<file path="src/rtl/adc_capture_pkg.sv">
// Shared constants and helpers for adc_capture: clip detection, the width of
// the sum accumulator, and offset-binary to signed audio conversion.
package adc_capture_pkg;

  localparam logic [15:0] CLIP_LO = 16'h0000;

  function automatic int sum_width(input int width, input int log_win);
    return width + log_win;
  endfunction

  function automatic logic [15:0] clip_hi(input int width);
    return 16'((17'h1 << width) - 17'h1);
  endfunction

  function automatic logic is_clip(input logic [15:0] x, input int width);
    return (x == CLIP_LO) || (x == clip_hi(width));
  endfunction

  // Flipping the MSB of an offset-binary code gives the signed value; shifting
  // left then justifies it to 16 bits with zeros below.
  function automatic logic [15:0] to_audio(input logic [15:0] x, input int width);
    logic [15:0] centered;
    centered = x ^ (16'h1 << (width - 1));
    return centered << (16 - width);
  endfunction

endpackage

</file>
<file path="src/rtl/adc_chan_stats.sv">
// Per-channel running min, max, sum and clip for one statistics window.
// The *_nxt outputs already include the sample being accepted this cycle.
module adc_chan_stats
  import adc_capture_pkg::*;
#(
  parameter int WIDTH = 12,
  parameter int LOG_WIN = 10,
  localparam int SUM_W = sum_width(WIDTH, LOG_WIN)
) (
  input  logic             clk,
  input  logic             reset,
  input  logic             clear,
  input  logic             accept,
  input  logic             wrap,
  input  logic [WIDTH-1:0] x,
  output logic [WIDTH-1:0] min_nxt,
  output logic [WIDTH-1:0] max_nxt,
  output logic [SUM_W-1:0] sum_nxt,
  output logic             clip_nxt
);

  logic [WIDTH-1:0] min_r;
  logic [WIDTH-1:0] max_r;
  logic [SUM_W-1:0] sum_r;
  logic             clip_r;
  logic             seed_r;

  // Window values with the incoming sample folded in; first sample seeds min/max
  always_comb begin
    min_nxt  = min_r;
    max_nxt  = max_r;
    sum_nxt  = sum_r + SUM_W'(x);
    clip_nxt = clip_r | is_clip(16'(x), WIDTH);
    if (seed_r || (x < min_r)) begin
      min_nxt = x;
    end else begin
      min_nxt = min_r;
    end
    if (seed_r || (x > max_r)) begin
      max_nxt = x;
    end else begin
      max_nxt = max_r;
    end
  end

  // Running state: restart on reset, clear or publish, otherwise accumulate
  always_ff @(posedge clk) begin
    if (reset) begin
      min_r  <= '0;
      max_r  <= '0;
      sum_r  <= '0;
      clip_r <= 1'b0;
      seed_r <= 1'b1;
    end else if (clear || (accept && wrap)) begin
      sum_r  <= '0;
      clip_r <= 1'b0;
      seed_r <= 1'b1;
    end else if (accept) begin
      min_r  <= min_nxt;
      max_r  <= max_nxt;
      sum_r  <= sum_nxt;
      clip_r <= clip_nxt;
      seed_r <= 1'b0;
    end
  end

endmodule

</file>
<file path="src/rtl/adc_capture.sv">
// Multi-channel ADC word capture with windowed statistics and audio passthrough.
// Statistics are built only when ADC_CAPTURE_STATS_EN is defined.
module adc_capture
  import adc_capture_pkg::*;
#(
  parameter int CHANNELS = 2,
  parameter int WIDTH = 12,
  parameter int LOG_WIN = 10
) (
  input  logic                      clk,
  input  logic                      reset,
  input  logic [CHANNELS*WIDTH-1:0] din,
  input  logic                      din_sync,
  input  logic                      clear,
  input  logic                      passthru,
  output logic [CHANNELS*WIDTH-1:0] sample,
  output logic                      sample_valid,
  output logic [CHANNELS*WIDTH-1:0] min_val,
  output logic [CHANNELS*WIDTH-1:0] max_val,
  output logic [CHANNELS*WIDTH-1:0] avg_val,
  output logic                      stats_valid,
  output logic [CHANNELS-1:0]       clip,
  output logic [15:0]               audio_l,
  output logic [15:0]               audio_r
);

  logic             sync_d_r;
  logic             cap_s;
  logic [WIDTH-1:0] ch0_s;
  logic [WIDTH-1:0] ch1_s;

  assign cap_s = din_sync ^ sync_d_r;

  // Edge detect and capture register; reset loads sync_d so no false event follows
  always_ff @(posedge clk) begin
    sync_d_r <= din_sync;
    if (reset) begin
      sample       <= '0;
      sample_valid <= 1'b0;
    end else begin
      sample_valid <= cap_s;
      if (cap_s) begin
        sample <= din;
      end
    end
  end

  assign ch0_s = sample[0 +: WIDTH];
  if (CHANNELS > 1) begin : g_stereo
    assign ch1_s = sample[WIDTH +: WIDTH];
  end else begin : g_mono
    assign ch1_s = ch0_s;
  end

  // Audio path follows the captured word while passthru is high
  always_ff @(posedge clk) begin
    if (reset || !passthru) begin
      audio_l <= 16'h0000;
      audio_r <= 16'h0000;
    end else begin
      audio_l <= to_audio(16'(ch0_s), WIDTH);
      audio_r <= to_audio(16'(ch1_s), WIDTH);
    end
  end

`ifdef ADC_CAPTURE_STATS_EN
  localparam int SUM_W = sum_width(WIDTH, LOG_WIN);

  logic                        accept_s;
  logic                        wrap_s;
  logic [LOG_WIN-1:0]          cnt_r;
  logic [CHANNELS*WIDTH-1:0]   min_nxt_s;
  logic [CHANNELS*WIDTH-1:0]   max_nxt_s;
  logic [CHANNELS*WIDTH-1:0]   avg_nxt_s;
  logic [CHANNELS-1:0]         clip_nxt_s;
  logic [CHANNELS*LOG_WIN-1:0] sum_lo_unused_s;

  // A capture coinciding with clear is dropped from the window
  assign accept_s = cap_s & ~clear;
  assign wrap_s   = accept_s && (cnt_r == {LOG_WIN{1'b1}});

  for (genvar ch = 0; ch < CHANNELS; ch++) begin : g_chan
    logic [SUM_W-1:0] sum_nxt_s;

    adc_chan_stats #(
      .WIDTH   (WIDTH),
      .LOG_WIN (LOG_WIN)
    ) u_stats (
      .clk      (clk),
      .reset    (reset),
      .clear    (clear),
      .accept   (accept_s),
      .wrap     (wrap_s),
      .x        (din[ch*WIDTH +: WIDTH]),
      .min_nxt  (min_nxt_s[ch*WIDTH +: WIDTH]),
      .max_nxt  (max_nxt_s[ch*WIDTH +: WIDTH]),
      .sum_nxt  (sum_nxt_s),
      .clip_nxt (clip_nxt_s[ch])
    );

    assign avg_nxt_s[ch*WIDTH +: WIDTH]         = sum_nxt_s[LOG_WIN +: WIDTH];
    assign sum_lo_unused_s[ch*LOG_WIN +: LOG_WIN] = sum_nxt_s[LOG_WIN-1:0];
  end

  // Window counter wraps after 2^LOG_WIN accepted captures
  always_ff @(posedge clk) begin
    if (reset || clear) begin
      cnt_r <= '0;
    end else if (accept_s) begin
      cnt_r <= cnt_r + LOG_WIN'(1);
    end
  end

  // Published statistics hold until the next window completes
  always_ff @(posedge clk) begin
    if (reset) begin
      min_val     <= '0;
      max_val     <= '0;
      avg_val     <= '0;
      clip        <= '0;
      stats_valid <= 1'b0;
    end else begin
      stats_valid <= wrap_s;
      if (wrap_s) begin
        min_val <= min_nxt_s;
        max_val <= max_nxt_s;
        avg_val <= avg_nxt_s;
        clip    <= clip_nxt_s;
      end
    end
  end
`else
  logic stats_unused_s;

  assign stats_unused_s = clear;
  assign min_val        = '0;
  assign max_val        = '0;
  assign avg_val        = '0;
  assign clip           = '0;
  assign stats_valid    = 1'b0;
`endif

endmodule
</file>
<file path="config.mk">
export PLATFORM = sky130hd
export DESIGN_NAME = adc_capture
export DESIGN_NICKNAME = d
export VERILOG_FILES = /design/src/rtl/adc_capture_pkg.sv /design/src/rtl/adc_chan_stats.sv /design/src/rtl/adc_capture.sv
export SDC_FILE = /design/constraint.sdc
export NUM_CORES = 1
export LEC_CHECK = 0
export BUFFER_PORTS_ARGS = -buffer_cell sky130_fd_sc_hd__buf_2
export CAP_MARGIN = 0
export CELL_PAD_IN_SITES_DETAIL_PLACEMENT = 1
export CELL_PAD_IN_SITES_GLOBAL_PLACEMENT = 2
export CORE_ASPECT_RATIO = 0.75
export CORE_MARGIN = 2
export CORE_UTILIZATION = 24
export DETAILED_ROUTE_END_ITERATION = 6
export PLACE_DENSITY = 0.84
export REMOVE_ABC_BUFFERS = 1
export SKIP_LAST_GASP = 1
export SLEW_MARGIN = 20
export SYNTH_ARGS = -nofsm -noshare
export SYNTH_HDL_FRONTEND = slang
export SYNTH_HIERARCHICAL = 1
export SYNTH_SLANG_ARGS = --single-unit
</file>
<file path="constraint.sdc">
create_clock -name clk -period 1.6 [get_ports clk]
set_input_delay 0.16 -clock clk [delete_from_list [all_inputs] [get_ports clk]]
set_output_delay 0.16 -clock clk [all_outputs]
set_load 0.01 [all_outputs]
</file>
Yosys cells after proc, flatten, opt, wreduce, memory -nomap -nowiden
Index checks and enable logic that the tools add are counted.
{"block": "word_totals", "elab_cells": 12, "input_bits": 29, "output_inout_bits": 132, "regBits": 58}
{"block": "classes", "bitwise_logic": 3, "n_reduce_logical": 2}
{"operator": "1-bit inverter", "n": 2}
{"operator": "1-bit logical NOT", "n": 1}
{"operator": "1-bit logical OR", "n": 1}
{"operator": "1-bit bitwise XOR", "n": 1}

Longest topological paths before layout
{"block": "depth", "ltp_word": 2, "ltp_mapped": 4, "depth_no_buf": 2}

Least setup slack after synthesis
No wires, ideal clock.
{"block": "synth_timing", "path_kind": "register -> register", "startpoint": "register sync_d_r", "endpoint": "register sample[0]", "synth_period_minus_slack_ps": 1074, "n_path_buf": 1, "t_arrival_ps": 1003, "required_ps": 1528, "path_slack_ps": 526, "path_stages_with_launch": 4, "cell_sequence": "dfxtp_1 > xnor2_4 > buf_6 > mux2i_1"}
{"block": "synth_via", "elab_chain_len": 1}
{"item": "from (decl)", "line_no": "adc_capture.sv:27", "rtl": "logic sync_d_r;"}
{"item": "from (signal assigned)", "line_no": "adc_capture.sv:36", "rtl": "sync_d_r <= din_sync;"}
{"item": "1-bit bitwise XOR", "line_no": "adc_capture.sv:32", "rtl": "assign cap_s = din_sync ^ sync_d_r;"}
{"item": "to (signal assigned)", "line_no": "adc_capture.sv:43", "rtl": "sample <= din;"}
{"item": "to (decl)", "line_no": "adc_capture.sv:16", "rtl": "output logic [CHANNELS*WIDTH-1:0] sample,"}
Every way passes these cells.
A chain may end at the register's enable or synchronous reset.

Worst setup path in the final report
{"block": "layout_timing", "startpoint": "register sync_d_r", "endpoint": "register sample[13]"}
Same word-level chain as after synthesis.

==> impl_results.md <==
* Sequential power share at a little under half
* Number of warnings issued by yosys at 6
* Total power draw at between 2000 and 3000 uW
* Number of max-capacitance violations reported at 0
* Final antenna-violating net count at 0
* Worst ir drop on vdd at about 0.35 mV
* Port Buffers at 76
* Reg-to-reg slack, setup at 0.15 ns
* Critical Setup Path Class: reg -> reg
* Bufs on Longest Clock Path at 2
* Total Routing Usage GR at under 10%
* Finished layout cell area at approximately 2800 sq um
* Summed instance area of the synthesized netlist at about 2400 sq um
* Net switching share of the total power at between 20% and 30%
* Post-Route Setup TNS at 0 ns
* Number of gates resized after cts at 0
* Starting DRC count in detailed routing at between 40 and 50
* Starting Density at between 20% and 30%
* Pins over their slew limit at 0
* Initial DRT Pass Iterations at 3
* Part of the Yosys area used for sequential elements at around two fifths
* Average cell area after synthesis at 9.94 sq um
* WP data arrival at ~1.7 ns
* Clock Skews at 0.00483 ns
* Tcrit/Tclk final at between 90% and 100%
* Proportion of layout cells with a drive suffix above 1 at about 28%
* Floorplan die area at between 10,000 and 15,000 sq um
* Final hold vios at 0
* Global route overflow at 0
* Vias post-DR at 1,519
* Instance count of the mapped netlist at 242
* Min-Delay Endpoint: sync_d_r
* Ranking of synthesized cells by instance count: sky130_fd_sc_hd__buf_4, sky130_fd_sc_hd__dfxtp_1, sky130_fd_sc_hd__nand2b_1, sky130_fd_sc_hd__mux2i_1, sky130_fd_sc_hd__and2_1
* Vias per cell at 3.37
* Final Instance Count excl. Fillers at approximately 450
* Critical path endpoint category: register
* Antenna diode count at 0
* Worst Path Required at between 1.5 and 2 ns
* Combinational share of power at 14.0%
* Number of storage elements in the synthesis netlist at 50
* Standby leakage power at 0.00146 uW
* Die boundary width at between 100 and 150 um
* Placer's final routability congestion estimate at 0.636
* Number of buffers added by the clock tree synthesis step at 5
* Number of post-CTS setup repair buffers at 0
* Transition time of the tightest slew-check pin at approximately 0.7 ns
* Clock sink count at 50
* Detailed-placement wirelength estimate at ~3600 um
* Slack of the critical path at 0.146 ns
* Pin count of the biggest net entering global routing at 50
* Die Height at ~91 um
* CTS root buffer: sky130_fd_sc_hd__clkbuf_16
* Setup slack at placement at 0.106 ns
* Post-layout minimum cycle time at approximately 1.5 ns
* Clock latency on the worst-skew pair at between 0.2 and 0.3 ns
* Most instantiated library cell after synthesis: sky130_fd_sc_hd__buf_4
* Boundary Pins at ~160
* Post-placement cell area at 2620 sq um
* Area inside the core boundary at just under 10,000 sq um
* Net load switching power at 759 uW
* Type of the worst min-delay path: in -> reg
* Cell types with the largest area share after synthesis: sky130_fd_sc_hd__dfxtp_1, sky130_fd_sc_hd__buf_4, sky130_fd_sc_hd__nand2b_1
* Hold Path Stages at 1
* Number of distinct library cells after synthesis at 12
* Portion of total power attributed to the clock network at 40.5%
* Routed length per instance at about 11 um
* FP Rows at 31
* Relative slew slack at 53.8%
* Total wire length after detailed routing at 4810 um
* Highest achievable clock rate at between 600 and 700 MHz
* Number of nets in the layout at 347
* DRC violation count after routing at 0
* Startpoint type of the worst setup path: register
* R2R depth at 3
* Global-route wire length before repair at roughly 7400 um
* Number of synthesized flops with an enable pin at 0
* Clock tree from TritonCTS: yes
* Hold bufs inserted after CTS at 0
* Worst reg2reg endpoint: sample[13]
* Largest area contributor in the netlist: sky130_fd_sc_hd__dfxtp_1
* Number of antenna violations at the first check in global routing at 0
* Number of global-route vias before repair at between 1,000 and 1,500
* Internal power consumption at between 2000 and 2500 uW
* Result of the run: complete, no violations
* Reg2Reg Launch Point: sync_d_r
* Total instance count after detailed placement at about 440
* Post-synthesis async set-or-reset flop share at 0%
* Hold path startpoint: din_sync
* H-Tree Depth at 2
* P&R area growth vs syn at 16.0%
* Largest driver fanout on the critical path at 14
* Setup repair after global routing missed its margin: no
* CTS clk-pin slew, worst paths at 0.06 ns
* Fraction of synthesized cell area taken by the top area cell type at 41.6%
* Cell Pwr Density at 1070 nW/um^2
* Endpoints failing setup at 0
* Most used DFF post-synth: sky130_fd_sc_hd__dfxtp_1
-- routing by layer --
metal / GRT usage [%] / share of wire [%] / routed length [um]
met4: 2.35 / 1.0 / 48
met3: 3.41 / 8.6 / 412
met5: 0 / 0 / 0
met1: 10.0 / 43 / 2060
met2: 14.7 / 48 / 2290
-- placed cells by master (no fill, tap or decap) --
master,instances
sky130_fd_sc_hd__buf_4,2
sky130_fd_sc_hd__dfxtp_1,50
sky130_fd_sc_hd__clkbuf_1,1
sky130_fd_sc_hd__bufinv_16,1
sky130_fd_sc_hd__buf_12,1
sky130_fd_sc_hd__clkinvlp_4,1
sky130_fd_sc_hd__nor2b_1,2
sky130_fd_sc_hd__xnor2_4,1
sky130_fd_sc_hd__and2_1,22
sky130_fd_sc_hd__mux2i_1,24
sky130_fd_sc_hd__buf_2,76
sky130_fd_sc_hd__nor2b_2,1
sky130_fd_sc_hd__conb_1,83
sky130_fd_sc_hd__clkbuf_16,5
sky130_fd_sc_hd__nor2_1,1
sky130_fd_sc_hd__nand2b_1,48
-- metrics by stage --
| step | hold slack (ns) | util [%] |
|---|---|---|
| 6_report | 0.0568 | 28.8 |
| 5_1_grt | 0.0569 | 28.8 |
| 4_1_cts | 0.0430 | 28.8 |
| 3_5_place_dp | 0.347 | 27.1 |
| 3_3_place_gp | 0.342 | 27.1 |
| 2_1_floorplan | 0.188 | - |
-- logic make-up (layout without fill, tap and decap cells) --
logic type	after synthesis	in the layout	share of synthesized area, %
buf+inv	92	87	28.0
simple gates	74	74	19.1
flops	50	50	41.6
mux	24	24	9.98
other cells	1	83	0.156
xor+xnor	1	1	1.14
-- critical path, stage by stage (launching register included) --
cell	delay, ns
sky130_fd_sc_hd__dfxtp_1	0.35
sky130_fd_sc_hd__xnor2_4	0.59
sky130_fd_sc_hd__buf_12	0.24
sky130_fd_sc_hd__mux2i_1	0.19
-- state kept, by name, indices dropped and copies added, names as in the netlist --
register      count
audio_l          12
sync_d_r          1
audio_r          12
sample_valid      1
sample           24
-- power by group through the flow --
stage / logic [uW] / registers, uW / clock network [uW]
floorplan: 220 / 1420 / 0
global placement: 414 / 1390 / 0
detailed placement: 421 / 1390 / 0
CTS: 422 / 1360 / 1260
global route: 462 / 1370 / 1300
finish: 418 / 1360 / 1210
-- worst max path at each step --
stage | start | to | slack [ns] | cells past startpoint
final | sync_d_r | sample[13] | 0.15 | 3
after global routing | sync_d_r | sample[7] | 0.01 | 3
after CTS | sync_d_r | sample[13] | 0.09 | 3
after detailed placement | sync_d_r | sample[13] | 0.11 | 3
after global placement | sync_d_r | sample[3] | 0.13 | 3
after floorplan | sync_d_r | sample[0] | 0.26 | 2
-- area by class of cell --
class                   count  area, sq um
flip-flops and latches     50         1000
repair buffers             79          415
multi-input cells         182         1040
fillers                  1179         6910
clock buffers               6          129
clock inverters             2         37.5
well taps                 132          165
(Power assumes the default switching activity.)
